## src/rtl/i2s_tx_stereo.sv

```systemverilog
// Stereo I2S / left-justified transmitter. BCK and LCK are divided down from CLK;
// sample pairs arrive through a one-entry pending buffer and are loaded at frame boundaries.
module i2s_tx_stereo #(
    parameter int DATA_W  = 16,
    parameter int SLOT_W  = 32,
    parameter int BCK_DIV = 8
) (
    input  logic              CLK,
    input  logic              RST_N,
    input  logic              EN,
    input  logic              MODE,
    input  logic [DATA_W-1:0] L_SMP,
    input  logic [DATA_W-1:0] R_SMP,
    input  logic              SMP_VALID,
    output logic              SMP_READY,
    output logic              BCK,
    output logic              LCK,
    output logic              DIN,
    output logic              UNDERRUN
);
    localparam int FRAME = 2 * SLOT_W;
    localparam int BW    = (FRAME > 2) ? $clog2(FRAME) : 1;
    localparam int DW    = (BCK_DIV > 2) ? $clog2(BCK_DIV) : 1;

    localparam logic [DW-1:0] DIV_LAST = DW'(BCK_DIV - 1);
    localparam logic [DW-1:0] DIV_HALF = DW'(BCK_DIV / 2);
    localparam logic [BW-1:0] BIT_LAST = BW'(FRAME - 1);
    localparam logic [BW-1:0] SLOT_LEN = BW'(SLOT_W);

    logic [DW-1:0]     div_cnt, div_nxt;
    logic [BW-1:0]     bit_cnt, bit_nxt;
    logic              en_q;
    logic              pend_full, pend_nxt;
    logic [DATA_W-1:0] pend_l, pend_r;
    logic [DATA_W-1:0] act_l, act_r, act_l_nxt, act_r_nxt;
    logic              mode_q, mode_nxt;
    logic              carry, carry_nxt;
    logic              accept, tick, load;
    logic              bck_nxt, lck_nxt, din_nxt, underrun_nxt;
    logic [BW-1:0]     pos, k;
    logic [DATA_W-1:0] ch, shifted;

    // Handshake: a pair transfers on a CLK edge where SMP_VALID && SMP_READY;
    // SMP_READY is the registered inverse of pend_full, so a full buffer never accepts.
    always_comb begin
        accept = SMP_VALID && SMP_READY;
        tick   = EN && (div_cnt == DIV_LAST);
        load   = (EN && !en_q) || (tick && (bit_cnt == BIT_LAST));

        div_nxt = '0;
        bit_nxt = '0;
        if (EN) begin
            div_nxt = (div_cnt == DIV_LAST) ? '0 : div_cnt + DW'(1);
            bit_nxt = bit_cnt;
            if (tick) begin
                bit_nxt = (bit_cnt == BIT_LAST) ? '0 : bit_cnt + BW'(1);
            end
        end

        pend_nxt = pend_full;
        if (accept) begin
            pend_nxt = 1'b1;
        end else if (load) begin
            pend_nxt = 1'b0;
        end

        act_l_nxt    = act_l;
        act_r_nxt    = act_r;
        mode_nxt     = mode_q;
        carry_nxt    = carry;
        underrun_nxt = 1'b0;
        if (load) begin
            carry_nxt = act_r[0];
            mode_nxt  = MODE;
            if (pend_full) begin
                act_l_nxt = pend_l;
                act_r_nxt = pend_r;
            end else begin
                act_l_nxt    = '0;
                act_r_nxt    = '0;
                underrun_nxt = 1'b1;
            end
        end

        // Philips framing lags the slot by one bit; the shift leaves zeros past DATA_W.
        pos = bit_nxt;
        if (!mode_nxt) begin
            pos = (bit_nxt == '0) ? BIT_LAST : bit_nxt - BW'(1);
        end
        if (pos >= SLOT_LEN) begin
            ch = act_r_nxt;
            k  = pos - SLOT_LEN;
        end else begin
            ch = act_l_nxt;
            k  = pos;
        end
        shifted = ch << k;
        din_nxt = EN && shifted[DATA_W-1];
        if (!mode_nxt && (bit_nxt == '0)) begin
            din_nxt = EN && (DATA_W == SLOT_W) && carry_nxt;
        end

        bck_nxt = EN && (div_nxt >= DIV_HALF);
        lck_nxt = EN && (bit_nxt >= SLOT_LEN);
    end

    always_ff @(posedge CLK or negedge RST_N) begin
        if (!RST_N) begin
            div_cnt   <= '0;
            bit_cnt   <= '0;
            en_q      <= 1'b0;
            pend_full <= 1'b0;
            pend_l    <= '0;
            pend_r    <= '0;
            act_l     <= '0;
            act_r     <= '0;
            mode_q    <= 1'b0;
            carry     <= 1'b0;
            SMP_READY <= 1'b0;
            BCK       <= 1'b0;
            LCK       <= 1'b0;
            DIN       <= 1'b0;
            UNDERRUN  <= 1'b0;
        end else begin
            div_cnt   <= div_nxt;
            bit_cnt   <= bit_nxt;
            en_q      <= EN;
            pend_full <= pend_nxt;
            act_l     <= act_l_nxt;
            act_r     <= act_r_nxt;
            mode_q    <= mode_nxt;
            carry     <= carry_nxt;
            SMP_READY <= !pend_nxt;
            BCK       <= bck_nxt;
            LCK       <= lck_nxt;
            DIN       <= din_nxt;
            UNDERRUN  <= underrun_nxt;
            if (accept) begin
                pend_l <= L_SMP;
                pend_r <= R_SMP;
            end
        end
    end
endmodule

```

## config.mk

```make
export PLATFORM = sky130hd
export DESIGN_NAME = i2s_tx_stereo
export DESIGN_NICKNAME = d
export VERILOG_FILES = /design/src/rtl/i2s_tx_stereo.sv
export SDC_FILE = /design/constraint.sdc
export NUM_CORES = 1
export LEC_CHECK = 0
export CORE_UTILIZATION = 40
export CTS_CLUSTER_DIAMETER = 150
export CTS_CLUSTER_SIZE = 28
export DETAILED_ROUTE_END_ITERATION = 6
export SLEW_MARGIN = 10
export SYNTH_ARGS = -nofsm -noshare
export SYNTH_HDL_FRONTEND = slang
export SYNTH_SLANG_ARGS = --single-unit
```

## constraint.sdc

```tcl
create_clock -name CLK -period 6.65 [get_ports CLK]
set_input_delay 1.33 -clock CLK [delete_from_list [all_inputs] [get_ports CLK]]
set_output_delay 1.33 -clock CLK [all_outputs]
set_load 0.02 [all_outputs]
```

**Yosys cells after proc, flatten, opt, wreduce, memory -nomap -nowiden**

Cells that the tools add are included.

- Input bits: 37
- Output and inout port bits: 5
- Logic and storage cells: 56
- Register bits after elaboration: 81

- Shift operators: 1
- Mux-type cells: 19
- Reduce and logical (&&, ||, !) cells: 13
- Add/subtract/negate cells: 4
- $lt $le $gt $ge: 3
- Equal/unequal tests: 2

Operator list:

| cell | count |
|---|---|
| 16-bit 2-to-1 mux | 5 |
| 6-bit 2-to-1 mux | 6 |
| 16-bit by 6-bit << shifter with 16-bit output | 1 |
| 6-bit >= comparator (second input constant) | 2 |
| 1-bit logical AND | 8 |
| 6-bit by 1-bit adder with 6-bit output (second input constant) | 1 |
| 6-bit equality test (second input constant) | 1 |
| 6-bit zero test | 1 |
| 1-bit 2-to-1 mux | 6 |
| 3-bit 2-to-1 mux | 2 |
| 6-bit by 1-bit subtractor with 6-bit output (second input constant) | 1 |
| 6-bit subtractor (second input constant) | 1 |
| 3-bit by 1-bit adder with 3-bit output (second input constant) | 1 |
| 3-bit equality test (second input constant) | 1 |
| 3-bit >= comparator (second input constant) | 1 |
| 1-bit zero test | 3 |
| 1-bit logical OR | 1 |

**Depth between registers and ports, before layout**

- Word-level depth: 12
- Depth in mapped cells: 15
- Depth with buffers taken out: 13

**Worst setup path before layout**

OpenSTA, ideal clock, no wires.

- Path type: input -> register
- Start point: input EN
- End point: register DIN
- Arrival time: 3625 ps
- Setup time: 101 ps
- Stages: 9
- Data required time: 6549 ps
- Path buffers: 1
- Path slack: 2925 ps
- Path through: buf_2 > o211ai_1 > ha_1 > or3_1 > a41oi_2 > nor3_1 > or3_1 > a41o_1 > nor4_1

- Cells in the longest elaborated chain, start to end: 11
- Elaborated cells on any way between the ends: 22
- Those cells by class: add/sub: 2; order compare: 1; shift: 1; mux: 10; reduce/logical: 8

RTL lines:

| what | line | source |
|---|---|---|
| from (decl) | 10 | `input logic EN,` |
| 1-bit logical AND | 47 | `tick = EN && (div_cnt == DIV_LAST);` |
| 6-bit 2-to-1 mux | 55 | `if (tick) begin` |
| 6-bit 2-to-1 mux | 52 | `if (EN) begin` |
| 6-bit by 1-bit subtractor with 6-bit output / 6-bit zero test (equally long branches) | 88, 99 |  |
| 6-bit 2-to-1 mux | 88 | `pos = (bit_nxt == '0) ? BIT_LAST : bit_nxt - BW'(1);` |
| 6-bit 2-to-1 mux | 87 | `if (!mode_nxt) begin` |
| 6-bit subtractor / 6-bit >= comparator (equally long branches) | 92, 90 |  |
| 6-bit 2-to-1 mux / 16-bit 2-to-1 mux (equally long branches) | 90 | `if (pos >= SLOT_LEN) begin` |
| 16-bit by 6-bit << shifter with 16-bit output | 97 | `shifted = ch << k;` |
| 1-bit logical AND | 98 | `din_nxt = EN && shifted[DATA_W-1];` |
| 1-bit 2-to-1 mux (*) | 99 | `if (!mode_nxt && (bit_nxt == '0)) begin` |
| named net din_nxt | 39 | `logic bck_nxt, lck_nxt, din_nxt, underrun_nxt;` |
| to (signal assigned) | 136 | `DIN <= din_nxt;` |
| to (decl) | 18 | `output logic DIN,` |

The timed path passes the listed nets; every way through them passes the cells marked *.
A chain may end at the register's enable or synchronous reset.

**Final worst setup path**

Ends and elaborated chain as after synthesis.

==> results.toml <==
[status]
run_status = "finished clean"

[global_route]
grt_max_degree = 81
grt_util_all_layers_pct = 17.44
congestion_overflow_gr = 0
grt_pass1_wl_um = 13350
first_global_vias = 2705
antenna_violations_before_repair = 0

[synth]
synth_fa_ha_area_share_pct = 1.656
synth.net_count = 400
synth_warnings = 0
ys.flop_type = "dfrtp_1"
yosys.cell_types.count = 61
synth.largest_area_cell = "dfrtp_1"
synthXorXnorAreaFrac_pct = 0.6956
synthSimpleGateAreaFrac_pct = 19.31
synth_commonest_cells = "dfrtp_1, nand2_1, nand3_1"
synth-compound-area-share_pct = 11.10
yosys-mux-area-fraction_pct = 10.63
netlist_top_cells_area = "dfrtp_1, mux2_2, nand2_1"
syn-instance-count = 358
yosysSeqAreaShare_pct = 53.00
post-synth-top-area-fraction_pct = 53.00
mappedNetlistArea_um2 = 3777
synth_most_common_cell = "dfrtp_1"
synth_area_per_cell_um2 = 10.55
async_flop_share_pct = 100.0
synth_enable_flop_cells = 0
ys_ff_latch = 80
synth_top_family_by_area = "simple AND/OR/NAND/NOR gates"

[clock_tree]
postCtsResizedCells = 0
clkSinkCount = 80
worst_setup_hold_path_clk_slew_ps = 80
cts_htree_levels = 3
cts_root_buf = "clkbuf_8"
hold_buffers = 0
post-cts-setup-buffer-count = 0
longest_clk_path_bufs = 2
numCtsBuffers = 9
worstSkewPairLatency_ps = 360
tritoncts = "yes"

[timing]
timing.fmax_ghz = 0.2152
final-hold-violation-count = 0
final.setup.worst_slack_ps = 2004
final.min_clock_period_ps = 4646
finalMaxSlewViolations = 0
timing.max_slew.rel_slack_pct = 32.89
setup_viol = 0
grt_setup_unrepaired = "false"
worst_pin_slew_ps = 1007
min_period_over_period_pct = 69.86
fin_worst_skew_ps = 8.693
fin_setup_tns_ps = 0

[place]
globalplace.congestion = 0.8555
place.port_buffers = 41
post-place-ws_ps = 1622
hpwl_um = 5272

[route]
detail-route-antenna-nets = 0
drc_errors = 0
detailedRoute.firstIterationViolations = 137
first_pass_iters = 4
via_per_inst = 5.340
post_drt_wl_per_cell_um = 15.04
routed_wirelength_um = 7655
dr_total_vias = 2718

[worst_setup_path]
setup.worst_path.class = "input port to flop"
regToRegSetupSlack_ps = 2950
worstPathCellList = "clkdlybuf4s50_1 > nand3_2 > o22ai_2 > buf_4 > a21oi_4 > a41oi_2 > nor3_1 > or3_1 > a41o_1 > nor4_1"
critical_path_start = "EN"
critPathSlowestCell = "clkdlybuf4s50_1"
worst-endpoint-required_ps = 6910
cp.arrival_ps = 4910
crit_buf_inv = 2
path_max_fanout = 20
critical-path-top-delay-family = "compound AO/OA/AOI/OAI gates"
crit_path_max_incr_delay_ps = 830
worst_setup_path_end_kind = "flop"
critPathLaunchType = "input port"
regToRegStartpoint = "div_cnt[0]$_DFF_PN0_"

[finish]
num_antenna_cells = 0
final_net_count = 435
drive_above_1_share_pct = 17.84
area.growth.synth_to_final_pct = 18.09
postLayoutCoreUtil_pct = 48.50

[worst_hold_path]
hold_path.startpoint = "div_cnt[0]$_DFF_PN0_"
worstHoldPathType = "flop to flop"

[die]
std_cell_rows = 35
core-area_um2 = 9196
initial_utilization_pct = 41.07
number_of_i_o_pins = 42
dieArea_um2 = 9836
dieHeight_um = 99.18
die_width_um = 99.18

[pwr]
power_per_cell_area_nw_per_um2 = 300.4
cellLeakagePower_uw = 0.002065
ir_worst_vdd_uv = 129.8

[flow_run]
cap_viol_max_count = 0
==> worst paths after layout <==
check,to,cells after the start
max,DIN$_DFF_PN0_,10
min,div_cnt[0]$_DFF_PN0_,1
max reg2reg,DIN$_DFF_PN0_,11
min reg2reg,div_cnt[0]$_DFF_PN0_,1
max in group asynchronous,act_r[14]$_DFF_PN0_,1
min in group asynchronous,BCK$_DFF_PN0_,1
==> cell type report <==
class | count | area [um^2]
inverter | 11 | 41.29
clock buffer | 10 | 137.6
sequential | 80 | 2002
clock inverter | 6 | 67.56
multi-input combinational | 247 | 1643
timing repair buffer | 44 | 430.4
fill | 895 | 4736
tap | 111 | 138.9
==> cells in the final DEF, fill, tap and decap left out, types with 2 or more instances in the layout <==
master	n
dfrtp_1	80
nand2_1	71
clkdlybuf4s50_1	40
nand3_1	35
mux2_2	33
clkbuf_8	10
inv_1	9
a21oi_1	9
nor2_1	9
nor3_1	8
and3_1	5
o211ai_1	5
ha_1	5
nor4_1	4
a31o_2	4
o22ai_1	4
buf_4	4
mux2i_1	3
nand4_1	2
xor2_1	2
and2_1	2
inv_2	2
o21ai_0	2
a31oi_1	2
o21ai_1	2
nand3b_1	2
or3_1	2
a22oi_1	2
a221oi_1	2
o21bai_1	2
clkinv_2	2
==> registers in the layout, summed over array words and instances (netlist names) <==
signal and flops:
act_l 16, act_r 16, pend_l 16, pend_r 16
bit_cnt 6, div_cnt 2, BCK 1, DIN 1
LCK 1, SMP_READY 1, UNDERRUN 1, en_q 1
mode_q 1, pend_full 1
==> report_power, final <==
group	internal [uW]	leakage [uW]	total, uW	switching [uW]
Combinational	138	0.000960	276	138
Sequential	620	0.00100	694	73.5
Clock	186	0.000104	370	184
Total	944	0.00207	1340	396
==> routing by layer <==
layer | GRT usage, % | vias up | share of wire (%)
met1 | 24.47 | 1303 | 49
met3 | 3.303 | 15 | 3.3
met2 | 26.04 | 63 | 45
met5 | 0 | - | 0
li1 | - | 1337 | -
met4 | 8.710 | 0 | 2.2
==> per-stage QoR <==
| step | hold slack, ps | power [uW] | std cells | cell area (um^2) |
|---|---|---|---|---|
| 2_1_floorplan | 414.3 | 879.8 | 358 | 3777 |
| 3_3_place_gp | 433.2 | 974.0 | 493 | 4255 |
| 3_5_place_dp | 433.2 | 984.7 | 493 | 4255 |
| 4_1_cts | 444.5 | 1355 | 509 | 4461 |
| 5_1_grt | 482.3 | 1428 | 509 | 4461 |
| 6_report | 441.3 | 1340 | 509 | 4461 |
==> cells by family after synthesis <==
logic type               Yosys count
buffers and inverters             31
AO/OA/AOI/OAI                     53
XOR/XNOR                           3
AND/OR/NAND/NOR                  150
adder cells (fa/ha/maj)            5
flip-flops                        80
multiplexers                      36
Power figures use the tool's default switching activity.
